### config.mk
export PLATFORM = sky130hd
export DESIGN_NAME = ysyx_23060061_ifu
export DESIGN_NICKNAME = d
export VERILOG_FILES = /design/src/rtl/ysyx_23060061_ifu_pkg.sv /design/src/rtl/ysyx_23060061_ifu_perf_counter.sv /design/src/rtl/ysyx_23060061_ifu.sv
export SDC_FILE = /design/constraint.sdc
export NUM_CORES = 1
export LEC_CHECK = 0
export BUFFER_PORTS_ARGS = -buffer_cell sky130_fd_sc_hd__clkbuf_2
export CELL_PAD_IN_SITES_DETAIL_PLACEMENT = 2
export CELL_PAD_IN_SITES_GLOBAL_PLACEMENT = 2
export CORE_MARGIN = 2
export CORE_UTILIZATION = 31
export CTS_BUF_LIST = sky130_fd_sc_hd__clkbuf_8
export DETAILED_ROUTE_END_ITERATION = 6
export PLACE_DENSITY_LB_ADDON = 0.1
export SLEW_MARGIN = 0
export SYNTH_ARGS = -nofsm -noshare
export SYNTH_HDL_FRONTEND = slang
export SYNTH_SLANG_ARGS = --single-unit
export TNS_END_PERCENT = 10
### constraint.sdc
create_clock -name clk -period 3.9 [get_ports clk]
set_input_delay 0.585 -clock clk [delete_from_list [all_inputs] [get_ports clk]]
set_output_delay 0.585 -clock clk [all_outputs]
set_load 0.05 [all_outputs]
### src/rtl/ysyx_23060061_ifu_pkg.sv
// rtl/ysyx_23060061_ifu_pkg.sv - shared IFU state encodings and reset constants
package ysyx_23060061_ifu_pkg;

  localparam logic [31:0] ysyx_23060061_RESET_PC  = 32'h8000_0000;
  localparam logic [31:0] ysyx_23060061_INST_NOP  = 32'h0000_0013;

  typedef enum logic [2:0] {
    ysyx_23060061_IFU_RESET    = 3'd0,
    ysyx_23060061_IFU_REQ      = 3'd1,
    ysyx_23060061_IFU_WAIT_RSP = 3'd2,
    ysyx_23060061_IFU_HOLD     = 3'd3,
    ysyx_23060061_IFU_WAIT_PC  = 3'd4,
    ysyx_23060061_IFU_HALT     = 3'd5
  } ifuState_e;

  // A fetch address is legal only when word aligned.
  function automatic logic isWordAligned(input logic [1:0] lowBits);
    return lowBits == 2'b00;
  endfunction

endpackage

### src/rtl/ysyx_23060061_ifu_perf_counter.sv
// rtl/ysyx_23060061_ifu_perf_counter.sv - 64-bit saturating event counter with enable
module ysyx_23060061_perf_counter (
  input  logic        clk,
  input  logic        rst_n,
  input  logic        en,
  output logic [63:0] cnt
);

  // Count enabled cycles, sticking at all-ones instead of wrapping.
  always_ff @(posedge clk or negedge rst_n) begin
    if (!rst_n) begin
      cnt <= '0;
    end else if (en && (cnt != '1)) begin
      cnt <= cnt + 64'd1;
    end
  end

endmodule

### src/rtl/ysyx_23060061_ifu.sv
// rtl/ysyx_23060061_ifu.sv - multi-cycle instruction fetch unit; YSYX_23060061_IFU_PERF_EN adds perf counters
module ysyx_23060061_ifu
  import ysyx_23060061_ifu_pkg::*;
#(
  parameter int              XLEN     = 32,
  parameter logic [XLEN-1:0] RESET_PC = XLEN'(ysyx_23060061_RESET_PC)
) (
  input  logic            clk,
  input  logic            rst_n,
  output logic            imem_req_valid,
  input  logic            imem_req_ready,
  output logic [XLEN-1:0] imem_req_addr,
  input  logic            imem_rsp_valid,
  input  logic [XLEN-1:0] imem_rsp_data,
  input  logic            imem_rsp_err,
  output logic            inst_valid,
  input  logic            inst_ready,
  output logic [XLEN-1:0] inst,
  output logic [XLEN-1:0] inst_pc,
  output logic            inst_fault,
  input  logic            pc_upd_valid,
  input  logic [XLEN-1:0] pc_upd_next,
  input  logic            halt,
`ifdef YSYX_23060061_IFU_PERF_EN
  output logic [63:0]     perf_fetch_cnt,
  output logic [63:0]     perf_stall_cnt,
`endif
  output logic            halted
);

  ifuState_e       state;
  ifuState_e       stateNext;
  logic [XLEN-1:0] pc;
  logic [XLEN-1:0] instReg;
  logic [XLEN-1:0] instPcReg;
  logic            faultReg;
  logic            nextMisaligned;
  logic            pcUpdTaken;
  logic            rspTaken;

  assign nextMisaligned = !isWordAligned(pc_upd_next[1:0]);
  assign pcUpdTaken     = (state == ysyx_23060061_IFU_WAIT_PC) && pc_upd_valid;
  assign rspTaken       = (state == ysyx_23060061_IFU_WAIT_RSP) && imem_rsp_valid;

  // Outputs decode straight from state, so they hold steady until the handshake moves it.
  assign imem_req_valid = (state == ysyx_23060061_IFU_REQ);
  assign imem_req_addr  = pc;
  assign inst_valid     = (state == ysyx_23060061_IFU_HOLD);
  assign inst           = instReg;
  assign inst_pc        = instPcReg;
  assign inst_fault     = faultReg;
  assign halted         = (state == ysyx_23060061_IFU_HALT);

  // State register.
  always_ff @(posedge clk or negedge rst_n) begin
    if (!rst_n) state <= ysyx_23060061_IFU_RESET;
    else        state <= stateNext;
  end

  // Next-state: one instruction in flight, a misaligned next PC faults without touching memory.
  always_comb begin
    stateNext = state;
    case (state)
      ysyx_23060061_IFU_RESET:    stateNext = ysyx_23060061_IFU_REQ;
      ysyx_23060061_IFU_REQ:      if (imem_req_ready) stateNext = ysyx_23060061_IFU_WAIT_RSP;
      ysyx_23060061_IFU_WAIT_RSP: if (imem_rsp_valid) stateNext = ysyx_23060061_IFU_HOLD;
      ysyx_23060061_IFU_HOLD:     if (inst_ready)     stateNext = ysyx_23060061_IFU_WAIT_PC;
      ysyx_23060061_IFU_WAIT_PC: begin
        if (pc_upd_valid) begin
          if (halt)                stateNext = ysyx_23060061_IFU_HALT;
          else if (nextMisaligned) stateNext = ysyx_23060061_IFU_HOLD;
          else                     stateNext = ysyx_23060061_IFU_REQ;
        end
      end
      ysyx_23060061_IFU_HALT:     stateNext = ysyx_23060061_IFU_HALT;
      default:                    stateNext = ysyx_23060061_IFU_RESET;
    endcase
  end

  // PC and the instruction slot presented to the decoder.
  always_ff @(posedge clk or negedge rst_n) begin
    if (!rst_n) begin
      pc        <= RESET_PC;
      instReg   <= '0;
      instPcReg <= '0;
      faultReg  <= 1'b0;
    end else begin
      if (pcUpdTaken) begin
        pc <= pc_upd_next;
      end
      if (rspTaken) begin
        instReg   <= imem_rsp_data;
        instPcReg <= pc;
        faultReg  <= imem_rsp_err;
      end else if (pcUpdTaken && !halt && nextMisaligned) begin
        instReg   <= '0;
        instPcReg <= pc_upd_next;
        faultReg  <= 1'b1;
      end
    end
  end

`ifndef SYNTHESIS
  // Flag protocol misuse by the neighbours; the offending pulses are otherwise ignored.
  always_ff @(posedge clk) begin
    if (rst_n && imem_rsp_valid && (state != ysyx_23060061_IFU_WAIT_RSP))
      $error("ifu: imem_rsp_valid outside WAIT_RSP");
    if (rst_n && pc_upd_valid && (state != ysyx_23060061_IFU_WAIT_PC))
      $error("ifu: pc_upd_valid outside WAIT_PC");
  end
`endif

`ifdef YSYX_23060061_IFU_PERF_EN
  logic fetchEvent;
  logic stallEvent;

  assign fetchEvent = inst_valid && inst_ready;
  assign stallEvent = ((state == ysyx_23060061_IFU_REQ) && !imem_req_ready) ||
                      (state == ysyx_23060061_IFU_WAIT_RSP);

  ysyx_23060061_perf_counter uFetchCnt (
    .clk   (clk),
    .rst_n (rst_n),
    .en    (fetchEvent),
    .cnt   (perf_fetch_cnt)
  );

  ysyx_23060061_perf_counter uStallCnt (
    .clk   (clk),
    .rst_n (rst_n),
    .en    (stallEvent),
    .cnt   (perf_stall_cnt)
  );
`endif

endmodule

# Word level (Yosys, flattened, before mapping)
# Index checks and enable logic that the tools add are counted.
[op_classes] n_addsub=0 multipliers=0 n_div=0 order_cmp=0 eq_ne=9 shifts=0 mux=13 n_bitwise=0 n_reduce_logical=10
[op_table] op="32-bit 2-to-1 mux" n=4
[op_table] op="3-bit one-hot mux with 6 select lines" n=1
[op_table] op="3-bit 2-to-1 mux" n=5
[op_table] op="3-bit by 2-bit equality test with 1-bit output (second input constant)" n=2
[op_table] op="3-bit equality test (second input constant)" n=2
[op_table] op="1-bit logical AND" n=4
[op_table] op="2-bit by 1-bit != test with 1-bit output (second input constant)" n=2
[op_table] op="2-bit != test (second input constant)" n=2
[op_table] op="4-bit AND reduction" n=1
[op_table] op="3-bit by 1-bit equality test with 1-bit output (second input constant)" n=1
[op_table] op="3-bit logical NOT" n=1
[op_table] op="1-bit logical NOT" n=2
[op_table] op="2-bit logical NOT" n=1
[op_table] op="1-bit 2-to-1 mux" n=2
[op_table] op="2-bit 2-to-1 mux" n=1
[op_table] op="2-bit nonzero test" n=1
[totals] reg_bits=100 latchBits=0 mem_bits_rw=0 rom_bits=0 word_cells=37 memories=0

# Longest topological paths before layout
[logic_depth] ltp_word=6 ltp_mapped=6 ltp_nobuf=3

# Least setup slack after synthesis
# No wires, ideal clock.
[synth_path] path_type="register -> output" from="register state[1]" to="output inst_valid" arrival_time_ns=1.764 t_required_ns=3.315 setup_slack_ns=1.551 stages_incl_launch_ff=4 path_buffers=1 cell_sequence="dfrtp_1 > buf_2 > inv_1 > nor3b_1"
[synth_via] elab_chain_cells=1
[synth_lines] element="start: declaration" line_no="ysyx_23060061_ifu.sv:31" text="ifuState_e state;"
[synth_lines] element="start signal: assignment" line_no="ysyx_23060061_ifu.sv:56" text="if (!rst_n) state <= ysyx_23060061_IFU_RESET;"
[synth_lines] element="start signal: assignment" line_no="ysyx_23060061_ifu.sv:57" text="else state <= stateNext;"
[synth_lines] element="3-bit by 2-bit equality test with 1-bit output" line_no="ysyx_23060061_ifu.sv:48" text="assign inst_valid = (state == ysyx_23060061_IFU_HOLD);"
[synth_lines] element="end: declaration" line_no="ysyx_23060061_ifu.sv:16" text="output logic inst_valid,"
# No other way between the ends.

# Final worst setup path
# Same ends and word-level chain as after synthesis.

==> impl_results.md <==
- Post-synthesis simple-gate area fraction: 0.246
- Kind of critical path: register to output port
- 1st-iter DRT viols: about 120
- # resized after CTS: 0
- Postcts setup bufs: 0
- Drt pass-1 iters: 4
- Die Ht: 124 um
- Vias: between 4000 and 5000
- Primary FF master, synth: dfrtp_1
- Fill cells: about 1600
- CTS Buf Count: 9
- Placed instance area: 5400 sq um
- DIE WIDTH: about 120 um
- YS warnings: 0
- CTS tree: yes
- First-pass GRT wire length: between 20000 and 25000 um
- Starting density of the core: 0.319
- Post-synth net total: ~550
- Synth cell count leaders: nand2_1, dfrtp_1, o21ai_1
- PwrDens: 985 nW/um^2
- Worst Path Required: approximately 3.3 ns
- Worst slew margin: 0.271
- Unrepaired setup endpoints after global routing: no
- Row cnt: 43
- Synth Instances: roughly 480
- Cell Area, Synth: 4440 sq um
- Status: complete, no violations
- Overflow left after global routing: 0
- Reg clk slew, reported paths: ~0.09 ns
- Clock latency on the worst-skew pair: between 0.3 and 0.4 ns
- Clock H-tree levels: 3
- Tot GR Track Use: 0.199
- Pin count of the biggest net entering global routing: between 60 and 70
- Worst Tran Pin Value: 1.09 ns
- Max-Cap Viols: 0
- Root buffer cell: clkbuf_8
- Post-DP HPWL: around 9400 um
- EDFF count, synth: 0
- Setup violators final: 0
- CTS Sinks: 100
- Post-Route WL: about 14000 um
- Crit path DAT: between 1.5 and 2 ns
- Longest Clk Path Bufs: 2
- Min cycle time layout: roughly 2.3 ns
- I/O pin count: approximately 170
- Largest family of logic cells by synthesized area: simple AND/OR/NAND/NOR gates
- Fin. max-slew vios: 0
- Met3 global-route usage: 0.0467
- Synth Area in XOR/XNOR: 0
- CP max FO: 11
- Final ANT Viol Nets: 0
- Most frequent cell after synthesis: nand2_1
- Netlist cell types: 33
- Average cell area after synthesis: about 9.2 sq um
- Drt wl/cell: between 15 and 20 um
- Area contributors post-synth: dfrtp_1, nand2_1, o211ai_2
- Hold Vio Cnt, Final: 0
- DIE AREA: roughly 15000 sq um
- Leakage power: slightly below 3 nW
- Multiplexer share of the synthesized area: 0
- Placer Congestion: about 0.7
- Met1 Use GR: 0.243
- Vias in the first global route: between 4000 and 5000
- Asr flop ratio synth: 1.00
- GRT met2 Usage: 0.348
- Final instance area: approximately 5600 sq um
- # DRC: 0
- Drt via density: roughly 5.0
- Initial antenna violation count: 0
- Worst Skew: around 0.0085 ns
- Area of the multi-input gates: between 1500 and 2000 sq um
- Cell taking the most area after synthesis: dfrtp_1
- Floorplan core area: about 14000 sq um
- Sequential share of the synthesized area: 0.564
- FF+latch count, synth: 100
- Layout cell share with drive strength beyond 1: 0.358
- Worst setup EP type: output port
- Area growth from synthesis to layout: 26.9%
- Setup tns final: 0 ns
- Hold Path Class: primary input to async pin
- Peak supply drop: between 200 and 300 uV
- GR peak layer: met2
- Top cell type's share of synthesized area: 0.558
- Synth Area in Adders: 0
- Tcrit/Tclk final: 0.594
- ANT cells: 0
- Crit path launch type: register
- Fin nets: about 700
- Port Buffers: between 150 and 200
- Hold buffer count at cts: 0
- Compound-Gate Fraction of Synth Area: 0.142
- FF/Latch Area: between 2000 and 3000 sq um
- Fmax: 432 MHz
[placed cells by master, fill, tap and decap left out, types with 2 or more instances in the layout]
| master | count |
|---|---|
| nand2_1 | 220 |
| clkbuf_2 | 170 |
| dfrtp_1 | 99 |
| o21ai_1 | 32 |
| nand3_1 | 30 |
| o211ai_2 | 28 |
| clkbuf_8 | 10 |
| buf_4 | 7 |
| nor2_1 | 4 |
| nor3b_1 | 3 |
| o21ai_0 | 3 |
| bufinv_16 | 3 |
| inv_1 | 2 |
| o211ai_1 | 2 |
| a21oi_1 | 2 |
| clkinv_2 | 2 |
[through the flow]
stage	hold WS, ns	setup WS (ns)	utilization	instances	total power [mW]
final	0.296	1.58	0.405	816	5.56
after CTS	0.365	1.55	0.405	816	5.65
after floorplan	0.289	1.55	-	482	4.00
after global placement	0.457	1.59	0.388	801	4.71
after global routing	0.373	1.46	0.405	816	5.91
after detailed placement	0.487	1.58	0.388	801	4.81
[report_power, final]
group | leakage [nW] | total, mW | switching [mW] | internal, mW
logic | 1.58 | 2.93 | 2.27 | 0.661
registers | 1.28 | 1.81 | 0.331 | 1.48
clock network | 0.122 | 0.813 | 0.374 | 0.439
[flip-flops by register name (all words and copies together), names as in the netlist]
register	count
inst_fault	1
state	3
inst_pc	32
inst	32
imem_req_addr	32
[routing by layer]
layer	up-vias	wire, um
li1	1883	-
met1	2059	6220
met2	111	7180
met3	12	845
met4	0	191
met5	-	0
[logic make-up (layout without fill, tap and decap cells)]
kind of cell | after synthesis | in the layout
simple gates | 266 | 266
flops | 100 | 100
compound gates | 76 | 76
buf+inv | 40 | 194
[worst paths after layout]
| path | start | end | slack [ns] | depth (start not counted) |
|---|---|---|---|---|
| setup / recovery | state[1]$_DFFE_PN0P_ | inst_valid | 1.58 | 3 |
| hold / removal | rst_n | inst[26]$_DFFE_PN0P_ | 0.30 | 1 |
| setup reg to reg | state[2]$_DFFE_PN0P_ | inst_pc[0]$_DFFE_PN0P_ | 1.68 | 2 |
| hold reg to reg | imem_req_addr[31]$_DFFE_PN1P_ | imem_req_addr[31]$_DFFE_PN1P_ | 0.49 | 2 |
| max in group asynchronous | rst_n | inst_pc[29]$_DFFE_PN0P_ | 2.74 | 2 |
| min in group clk | pc_upd_next[31] | imem_req_addr[31]$_DFFE_PN1P_ | 0.40 | 3 |
[worst max-delay path, cell delays in order, from the launching register on]
cell and delay (ns):
dfrtp_1 0.58, inv_1 0.13, nor3b_1 0.31, clkbuf_2 0.34
[layout make-up]
| type | instances | share of cell area |
|---|---|---|
| clock buffers | 10 | 0.0244 |
| clock inverters | 5 | 0.0178 |
| inverters | 2 | 0.00133 |
| multi-input cells | 342 | 0.312 |
| flip-flops and latches | 100 | 0.444 |
| well taps | 180 | 0.0399 |
| repair buffers | 177 | 0.160 |
(Power assumes the default switching activity.)
